--- src/rtl/char_display_pkg.sv ---
// Shared constants for the character display path: display ids, sprite geometry
// and the see-through colour, plus a helper that folds unknown ids onto id 0.
package char_display_pkg;

  localparam logic [2:0] IDLE_DIS_1         = 3'd0;
  localparam logic [2:0] IDLE_DIS_2         = 3'd1;
  localparam logic [2:0] CHARGE_DIS         = 3'd2;
  localparam logic [2:0] JUMP_UP_DIS        = 3'd3;
  localparam logic [2:0] JUMP_DOWN_DIS      = 3'd4;
  localparam logic [2:0] FALL_TO_GROUND_DIS = 3'd5;
  localparam logic [2:0] SAFE_GROUND_DIS    = 3'd6;

  localparam int          NUM_SPRITES       = 7;
  localparam int          SPRITE_W          = 32;
  localparam int          SPRITE_H          = 32;
  localparam logic [11:0] TRANSPARENT_COLOR = 12'hF0F;

  // Ids with no sprite stored in the ROM fall back to the first idle frame.
  function automatic logic [2:0] clamp_id(input logic [2:0] id, input int n);
    return (int'(id) >= n) ? IDLE_DIS_1 : id;
  endfunction

endpackage

--- src/rtl/sprite_hit_calc.sv ---
// Stage 0 sprite-relative offset and hit test, stage 1 ROM address register.
// Horizontal flip is compiled in with CHAR_SPRITE_MIRROR_EN.
module sprite_hit_calc #(
  parameter int CW             = 10,
  parameter int SPRITE_W       = 32,
  parameter int SPRITE_H       = 32,
  parameter int ROM_ADDR_WIDTH = 13
) (
  input  logic                      clk,
  input  logic                      rst,
  input  logic                      pix_valid,
  input  logic [CW-1:0]             pix_x,
  input  logic [CW-1:0]             pix_y,
  input  logic [CW-1:0]             pos_x,
  input  logic [CW-1:0]             pos_y,
  input  logic [2:0]                id,
  input  logic                      face_left,
  output logic                      hit,
  output logic [ROM_ADDR_WIDTH-1:0] rom_addr
);

  localparam int XW = $clog2(SPRITE_W);
  localparam int YW = $clog2(SPRITE_H);
  localparam logic signed [CW:0] SW = (CW+1)'(SPRITE_W);
  localparam logic signed [CW:0] SH = (CW+1)'(SPRITE_H);

  logic signed [CW:0]        dx, dy;
  logic [XW-1:0]             col;
  logic [ROM_ADDR_WIDTH-1:0] addr_next;

  // Zero-extended subtraction: no wrap, so sprites past the right/bottom edge clip.
  assign dx  = $signed({1'b0, pix_x}) - $signed({1'b0, pos_x});
  assign dy  = $signed({1'b0, pix_y}) - $signed({1'b0, pos_y});
  assign hit = !dx[CW] && (dx < SW) && !dy[CW] && (dy < SH);

`ifdef CHAR_SPRITE_MIRROR_EN
  // SPRITE_W is a power of two, so SPRITE_W-1-dx is the bitwise complement.
  assign col = face_left ? ~dx[XW-1:0] : dx[XW-1:0];
`else
  logic unused_face;
  assign unused_face = face_left;
  assign col = dx[XW-1:0];
`endif

  assign addr_next = ROM_ADDR_WIDTH'(id) * ROM_ADDR_WIDTH'(SPRITE_W * SPRITE_H)
                   + ROM_ADDR_WIDTH'({dy[YW-1:0], col});

  always_ff @(posedge clk) begin
    if (rst)                   rom_addr <= '0;
    else if (pix_valid && hit) rom_addr <= addr_next;
  end

endmodule

--- src/rtl/character_sprite_renderer.sv ---
// Renders the current character sprite onto the VGA scan: per-frame shadow latch,
// 3-cycle ROM pipeline, opaque pixel counter. Optional flip: CHAR_SPRITE_MIRROR_EN.
module character_sprite_renderer #(
  parameter int SCREEN_COORD_WIDTH = 10,
  parameter int SPRITE_W           = char_display_pkg::SPRITE_W,
  parameter int SPRITE_H           = char_display_pkg::SPRITE_H,
  parameter int NUM_SPRITES        = char_display_pkg::NUM_SPRITES,
  parameter int PIXEL_WIDTH        = 12,
  parameter logic [PIXEL_WIDTH-1:0] TRANSPARENT_COLOR = char_display_pkg::TRANSPARENT_COLOR,
  parameter int ROM_ADDR_WIDTH     = $clog2(NUM_SPRITES * SPRITE_W * SPRITE_H),
  parameter int CNT_WIDTH          = $clog2(SPRITE_W * SPRITE_H + 1)
) (
  input  logic                          sys_clk,
  input  logic                          sys_rst,
  input  logic                          frame_start,
  input  logic                          pix_valid,
  input  logic [SCREEN_COORD_WIDTH-1:0] pix_x,
  input  logic [SCREEN_COORD_WIDTH-1:0] pix_y,
  input  logic [SCREEN_COORD_WIDTH-1:0] char_pos_x,
  input  logic [SCREEN_COORD_WIDTH-1:0] char_pos_y,
  input  logic [2:0]                    char_display_id,
  input  logic                          char_face_left,
  output logic [ROM_ADDR_WIDTH-1:0]     rom_addr,
  input  logic [PIXEL_WIDTH-1:0]        rom_data,
  output logic                          out_valid,
  output logic [PIXEL_WIDTH-1:0]        out_pixel,
  output logic                          out_opaque,
  output logic [CNT_WIDTH-1:0]          frame_opaque_cnt
);

  logic [SCREEN_COORD_WIDTH-1:0] pos_x_l, pos_y_l;
  logic [2:0]                    id_l;
  logic                          face_l;
  logic                          hit;
  logic [2:1]                    vld_pipe, hit_pipe;
  logic                          opaque_next;
  logic [CNT_WIDTH-1:0]          acc;

  // Shadows change only at frame_start so the sprite never tears mid-frame.
  always_ff @(posedge sys_clk) begin
    if (sys_rst) begin
      pos_x_l <= '0;
      pos_y_l <= '0;
      id_l    <= '0;
      face_l  <= 1'b0;
    end else if (frame_start) begin
      pos_x_l <= char_pos_x;
      pos_y_l <= char_pos_y;
      id_l    <= char_display_pkg::clamp_id(char_display_id, NUM_SPRITES);
      face_l  <= char_face_left;
    end
  end

  sprite_hit_calc #(
    .CW             (SCREEN_COORD_WIDTH),
    .SPRITE_W       (SPRITE_W),
    .SPRITE_H       (SPRITE_H),
    .ROM_ADDR_WIDTH (ROM_ADDR_WIDTH)
  ) u_hit (
    .clk       (sys_clk),
    .rst       (sys_rst),
    .pix_valid (pix_valid),
    .pix_x     (pix_x),
    .pix_y     (pix_y),
    .pos_x     (pos_x_l),
    .pos_y     (pos_y_l),
    .id        (id_l),
    .face_left (face_l),
    .hit       (hit),
    .rom_addr  (rom_addr)
  );

  assign opaque_next = vld_pipe[2] && hit_pipe[2] && (rom_data != TRANSPARENT_COLOR);

  always_ff @(posedge sys_clk) begin
    if (sys_rst) begin
      vld_pipe   <= '0;
      hit_pipe   <= '0;
      out_valid  <= 1'b0;
      out_opaque <= 1'b0;
      out_pixel  <= '0;
    end else begin
      vld_pipe   <= {vld_pipe[1], pix_valid};
      hit_pipe   <= {hit_pipe[1], hit};
      out_valid  <= vld_pipe[2];
      out_opaque <= opaque_next;
      out_pixel  <= opaque_next ? rom_data : '0;
    end
  end

  // A pixel landing on the frame_start cycle belongs to the new frame.
  always_ff @(posedge sys_clk) begin
    if (sys_rst) begin
      acc              <= '0;
      frame_opaque_cnt <= '0;
    end else if (frame_start) begin
      frame_opaque_cnt <= acc;
      acc              <= CNT_WIDTH'(out_opaque);
    end else if (out_opaque && acc != '1) begin
      acc <= acc + CNT_WIDTH'(1);
    end
  end

endmodule

--- config.mk ---
export PLATFORM = sky130hd
export DESIGN_NAME = character_sprite_renderer
export DESIGN_NICKNAME = d
export VERILOG_FILES = /design/src/rtl/char_display_pkg.sv /design/src/rtl/sprite_hit_calc.sv /design/src/rtl/character_sprite_renderer.sv
export SDC_FILE = /design/constraint.sdc
export NUM_CORES = 1
export LEC_CHECK = 0
export CAP_MARGIN = 20
export CORE_MARGIN = 4
export CORE_UTILIZATION = 50
export DETAILED_ROUTE_END_ITERATION = 7
export PLACE_DENSITY = 0.81
export SLEW_MARGIN = 20
export SYNTH_ARGS = -nofsm -noshare
export SYNTH_HDL_FRONTEND = slang
export SYNTH_SLANG_ARGS = --single-unit
export TNS_END_PERCENT = 30
--- constraint.sdc ---
create_clock -name sys_clk -period 5.87 [get_ports sys_clk]
set_input_delay 1.761 -clock sys_clk [delete_from_list [all_inputs] [get_ports sys_clk]]
set_output_delay 1.761 -clock sys_clk [all_outputs]
set_load 0.01 [all_outputs]
# --- After elaboration in Yosys (flattened, before gate mapping) ---
# Cells that the tools add are included.
op_classes:
  n_lt_le_gt_ge: 3
  n_bitwise: 1
  addsub: 4
  mux: 3
  n_eq_ne: 2
  n_reduce_logical: 12
op_table:
  columns: ["cell", "count"]
  rows:
  - ["11-bit by 7-bit < comparator with 1-bit output (second input constant)", 2]
  - ["10-bit by 10-bit subtractor with 11-bit output", 2]
  - ["13-bit by 10-bit adder with 13-bit output", 1]
  - ["12-bit != test (second input constant)", 1]
  - ["11-bit by 1-bit adder with 11-bit output (second input constant)", 1]
  - ["11-bit != test (second input constant)", 1]
  - ["1-bit logical AND", 7]
  - ["2-bit OR reduction", 2]
  - ["3-bit >= comparator (second input constant)", 1]
  - ["3-bit two-way mux", 1]
  - ["1-bit logical NOT", 2]
  - ["1-bit two-way mux", 2]
  - ["2-bit nonzero test", 1]
  - ["1-bit inverter", 1]
word_totals:
  reg_bits: 76
  input_bits: 60

# --- Depth between registers and ports, before layout ---
depth:
  word_depth: 6
  mapped_depth: 11
  depth_no_buf: 10

# --- Modules after synthesis ---
# From an unflattened synthesis, not the netlist that was laid out.
unflattened:
  hier_cells: 469
  area_unflattened_um2: 4274.1
by_module_without_submodules:
  columns: ["module", "seq_area_each_um2", "area_per_inst_um2", "n_inst", "cells_per_inst"]
  rows:
  - ["character_sprite_renderer", 1281.2, 2442.3, 1, 238]
  - ["sprite_hit_calc", 260.2, 1831.8, 1, 231]

# --- Least setup slack after synthesis ---
# Ideal clock, no wire load.
synth_path:
  path_kind: "input port to flip-flop"
  startpoint: "input port pix_x[0]"
  endpoint: "register hit_pipe[1] in the netlist's numbering"
  setup_time_ns: 0.092
  slack_ns: 1.802
  cell_stages: 10
  arrival_ns: 3.977
  t_required_ns: 5.778
  path_cell_list: "inv_1 -> ha_1 -> fa_1 -> nor2b_1 -> o2111ai_1 -> a221o_1 -> a211oi_2 -> nand2_1 -> or4b_1 -> nor4_1"
synth_between:
  elab_chain_cells: 5
synth_rtl:
  columns: ["item", "line", "source"]
  rows:
  - ["start, declared", "character_sprite_renderer.sv:17", "input logic [SCREEN_COORD_WIDTH-1:0] pix_x,"]
  - ["10-bit by 10-bit subtractor with 11-bit output (*)", "sprite_hit_calc.sv:32", "assign dx = $signed({1'b0, pix_x}) - $signed({1'b0, pos_x});"]
  - ["11-bit by 7-bit < comparator with 1-bit output or 1-bit logical NOT (tied branches)", "sprite_hit_calc.sv:34", "assign hit = !dx[CW] && (dx < SW) && !dy[CW] && (dy < SH);"]
  - ["1-bit logical AND (*) (3 in a row)", "sprite_hit_calc.sv:34", null]
  - ["end signal, assigned", "character_sprite_renderer.sv:84", "hit_pipe <= {hit_pipe[1], hit};"]
  - ["end, declared", "character_sprite_renderer.sv:35", "logic [2:1] vld_pipe, hit_pipe;"]
# Every way passes the cells marked *; elsewhere a longest branch is shown, timed or not.
# A chain may end at the register's enable or synchronous reset.

# --- Worst setup path after layout ---
layout_path:
  startpoint: "input port pix_y[0]"
  endpoint: "register u_hit.rom_addr[3]"
layout_between:
  elab_chain_cells: 5
layout_rtl:
  columns: ["item", "line", "source"]
  rows:
  - ["start, declared", "character_sprite_renderer.sv:18", "input logic [SCREEN_COORD_WIDTH-1:0] pix_y,"]
  - ["10-bit by 10-bit subtractor with 11-bit output (*)", "sprite_hit_calc.sv:33", "assign dy = $signed({1'b0, pix_y}) - $signed({1'b0, pos_y});"]
  - ["branches (longest 2 deep; another with 11-bit by 7-bit < comparator with 1-bit output)", null, null]
  - ["1-bit logical AND (*)", "sprite_hit_calc.sv:34", null]
  - ["1-bit logical AND (*)", "sprite_hit_calc.sv:50", "else if (pix_valid && hit) rom_addr <= addr_next;"]
  - ["end signal, assigned", "sprite_hit_calc.sv:50", null]
  - ["end, declared", "sprite_hit_calc.sv:19", "output logic [ROM_ADDR_WIDTH-1:0] rom_addr"]
# Mark *: on every way between the ends.

==> flow_metrics.env <==
export IMPL_fmax_ghz=0.215
export IMPL_h_tree_depth=3
export IMPL_gr_total_overflow=0
export IMPL_rsz0062_at_grt="no"
export IMPL_cp_cell_sequence="clkdlybuf4s50_1, inv_1, ha_1, fa_1, nand2b_1, a21oi_1, o32ai_1, nor4_2, or4b_1, o31ai_1, a21oi_1"
export IMPL_worst_slew_pin_slew_ns=1.07
export IMPL_cp_start_kind="input pin"
export IMPL_finalHoldViolCount=0
export IMPL_drt_iter0_markers=144
export IMPL_clock_sinks=76
export IMPL_grt_pass1_wl_um=15200
export IMPL_die_w_um=97.0
export IMPL_grt_usage=0.193
export IMPL_vias_per_cell=5.39
export IMPL_ir_worst_vdd_v=0.000147
export IMPL_fp_coreArea_mm2=0.00773
export IMPL_status="complete, no violations"
export IMPL_wl_met3_um=662
export IMPL_gp_congestion=0.923
export IMPL_required_ns=6.06
export IMPL_dieArea_mm2=0.00940
export IMPL_cap_viol_max_count=0
export IMPL_syn_nets=516
export IMPL_synth_warnings=0
export IMPL_ff2ff_path_depth=9
export IMPL_fillCellCount=644
export IMPL_p_per_area_mw_per_mm2=239
export IMPL_worstSkewPairLatency_ns=0.34
export IMPL_seq_area_frac_synth=0.385
export IMPL_dr_max_layer_used="met4"
export IMPL_post_route_util=0.660
export IMPL_cts_hold_buf=0
export IMPL_root_buffer="clkbuf_8"
export IMPL_multiInputGateArea_mm2=0.00216
export IMPL_min_path_cells=1
export IMPL_ys_ff_latch=76
export IMPL_syn2layout_area_growth_pct=29.0
export IMPL_synth_area_per_cell_um2=9.14
export IMPL_yosysUniqueCellTypes=62
export IMPL_p_leak_uw=0.00198
export IMPL_hp_class="flip-flop to flip-flop"
export IMPL_vias=3362
export IMPL_drt_first_pass_iters=7
export IMPL_period_minus_slack_ns=4.65
export IMPL_totalWireLength_um=9150
export IMPL_die_h_um=97.0
export IMPL_rows=32
export IMPL_num_io_pins=98
export IMPL_worstPathMaxFanout=10
export IMPL_max_stage_delay_ns=0.69
export IMPL_relSlewSlack=0.285
export IMPL_syn_area_mm2=0.00396
export IMPL_path_depth=11
export IMPL_drcViolationCount=0
export IMPL_clk_path_buf_depth=2
export IMPL_cpMostUsedCell="a21oi_1"
export IMPL_tns_ns=0
export IMPL_wl_met2_um=4360
export IMPL_fin_nets=601
export IMPL_wire_per_inst_um=14.7
export IMPL_path_buf_inv=2
export IMPL_cts_buffers_inserted=9
export IMPL_synth_edf_count=0
export IMPL_crit_type="input pin to flip-flop"
export IMPL_antennaDiodeCount=0
export IMPL_path_clk_slew_ns=0.08
export IMPL_antenna_found_initial=0
export IMPL_setup_viol=0
export IMPL_drive_gt1_frac=0.0594
export IMPL_antenna_left=0
export IMPL_period_share=0.793
export IMPL_critPathArrivalTime_ns=4.84
export IMPL_synthArstFlopShare=0
export IMPL_initial_utilization=0.512
export IMPL_dp_final_hpwl_um=6800
export IMPL_crit_family="simple AND/OR/NAND/NOR gates"
export IMPL_syn_inst=433
export IMPL_fin_skew_ns=0.0156
export IMPL_cts_tree="built"
export IMPL_grt_pass1_vias=3315
export IMPL_postCtsSetupRepairBufs=0
export IMPL_critPathSlowestCell="or4b_1"
export IMPL_grt_max_degree=55
export IMPL_wl_met1_um=3980
export IMPL_register_area_mm2=0.00152
export IMPL_io_buffer_count=96
export IMPL_post_cts_resized=0
export IMPL_report_final_slew_viol_count=0
export IMPL_end_kind="flip-flop"
export IMPL_synthFlopType="dfxtp_1"
==> cell usage in the layout (no fill, tap or decap), types with 3 or more instances in the layout <==
cell type,n
nand3_1,10
nand3b_1,3
bufinv_16,3
nand4_1,11
a21o_1,4
clkbuf_8,9
xnor2_1,6
xor2_1,5
a211oi_1,4
nor3_1,6
nor2_1,57
nand2_1,14
nand2b_1,7
a31oi_1,4
dfxtp_1,76
nor2b_1,7
mux2i_1,34
o31ai_1,10
and2_1,12
inv_1,28
o21ai_0,7
clkdlybuf4s50_1,94
nor4_1,3
o21a_1,6
o2111ai_1,3
a221o_1,3
and3_1,3
ha_1,21
a21oi_1,26
==> worst register-to-register path: cells and delay by family (launching register included) <==
family	cells	cell delay [ns]
AOI/OAI and AO/OA	5	1.47
adders and majority gates	1	0.38
buffers and inverters	1	0.04
DFF	1	0.33
and+or+nand+nor	2	0.68
==> layer usage <==
metal	global-route usage	vias up
met5	0	-
met4	0.0734	0
met3	0.0562	16
met2	0.320	109
met1	0.237	1529
li1	-	1708
==> power breakdown <==
part	switching (uW)	internal [uW]
combinational	110	102
sequential	5.21	525
clock	196	281
==> area by class of cell <==
class,count,area share
sequential,76,0.298
inverter,28,0.0206
clock buffer,9,0.0243
tap,102,0.0250
multi-input combinational,306,0.422
timing repair buffer,97,0.188
clock inverter,6,0.0218
==> stage by stage <==
step / instance area [um^2] / hold slack (ns) / total power (uW) / instances / worst slack, ns
2_1_floorplan: 3960 / 0.414 / 687 / 433 / 1.80
3_3_place_gp: 4870 / 0.431 / 747 / 609 / 0.950
3_5_place_dp: 4870 / 0.428 / 751 / 609 / 0.922
4_1_cts: 5100 / 0.452 / 1230 / 624 / 1.29
5_1_grt: 5100 / 0.464 / 1270 / 624 / 0.984
6_report: 5100 / 0.447 / 1220 / 624 / 1.22
==> cells in the mapped netlist, types with 3 or more instances <==
cell | instances | area (um^2)
nor3_1 | 6 | 30.0
a221o_1 | 3 | 30.0
a211oi_1 | 4 | 30.0
nand4_1 | 11 | 68.8
and3_1 | 3 | 18.8
xor2_1 | 5 | 43.8
and2_1 | 12 | 75.1
clkbuf_8 | 3 | 41.3
buf_1 | 3 | 11.3
buf_6 | 7 | 78.8
nor2b_1 | 7 | 43.8
clkbuf_1 | 8 | 30.0
xnor2_1 | 6 | 52.6
o21a_1 | 6 | 45.0
o21ai_0 | 7 | 35.0
a31oi_1 | 4 | 25.0
o31ai_1 | 10 | 75.1
a21oi_1 | 26 | 130
ha_1 | 21 | 263
dfxtp_1 | 76 | 1520
o2111ai_1 | 3 | 26.3
nor4_1 | 3 | 18.8
nor2_1 | 57 | 214
nand3b_1 | 3 | 22.5
inv_1 | 28 | 105
nand3_1 | 10 | 50.1
a21o_1 | 4 | 30.0
nand2b_1 | 7 | 43.8
mux2i_1 | 34 | 340
nand2_1 | 14 | 52.6
==> final timing paths <==
kind	from	endpoint	slack, ns
min	vld_pipe[1]$_SDFF_PP0_	vld_pipe[2]$_SDFF_PP0_	0.45
max	pix_y[0]	u_hit.rom_addr[3]$_SDFFE_PP0P_	1.22
max reg2reg	pos_y_l[5]$_SDFFE_PP0P_	u_hit.rom_addr[3]$_SDFFE_PP0P_	2.80
min reg2reg	vld_pipe[1]$_SDFF_PP0_	vld_pipe[2]$_SDFF_PP0_	0.45
==> sequential cells by signal (all words and copies together), names as in the netlist, 2 cells and up <==
signal and cells:
pos_y_l 10, frame_opaque_cnt 11, out_pixel 12, id_l 3, acc 11, vld_pipe 2
u_hit.rom_addr 13, pos_x_l 10, hit_pipe 2
==> cells by family after synthesis <==
group	Yosys count	share of synthesized area
buf+inv	51	0.0705
compound gates	86	0.152
xor+xnor	11	0.0244
simple gates	152	0.206
fa+ha+maj	23	0.0765
mux	34	0.0860
flops	76	0.385
No activity file was read; power rests on OpenSTA's default activity.
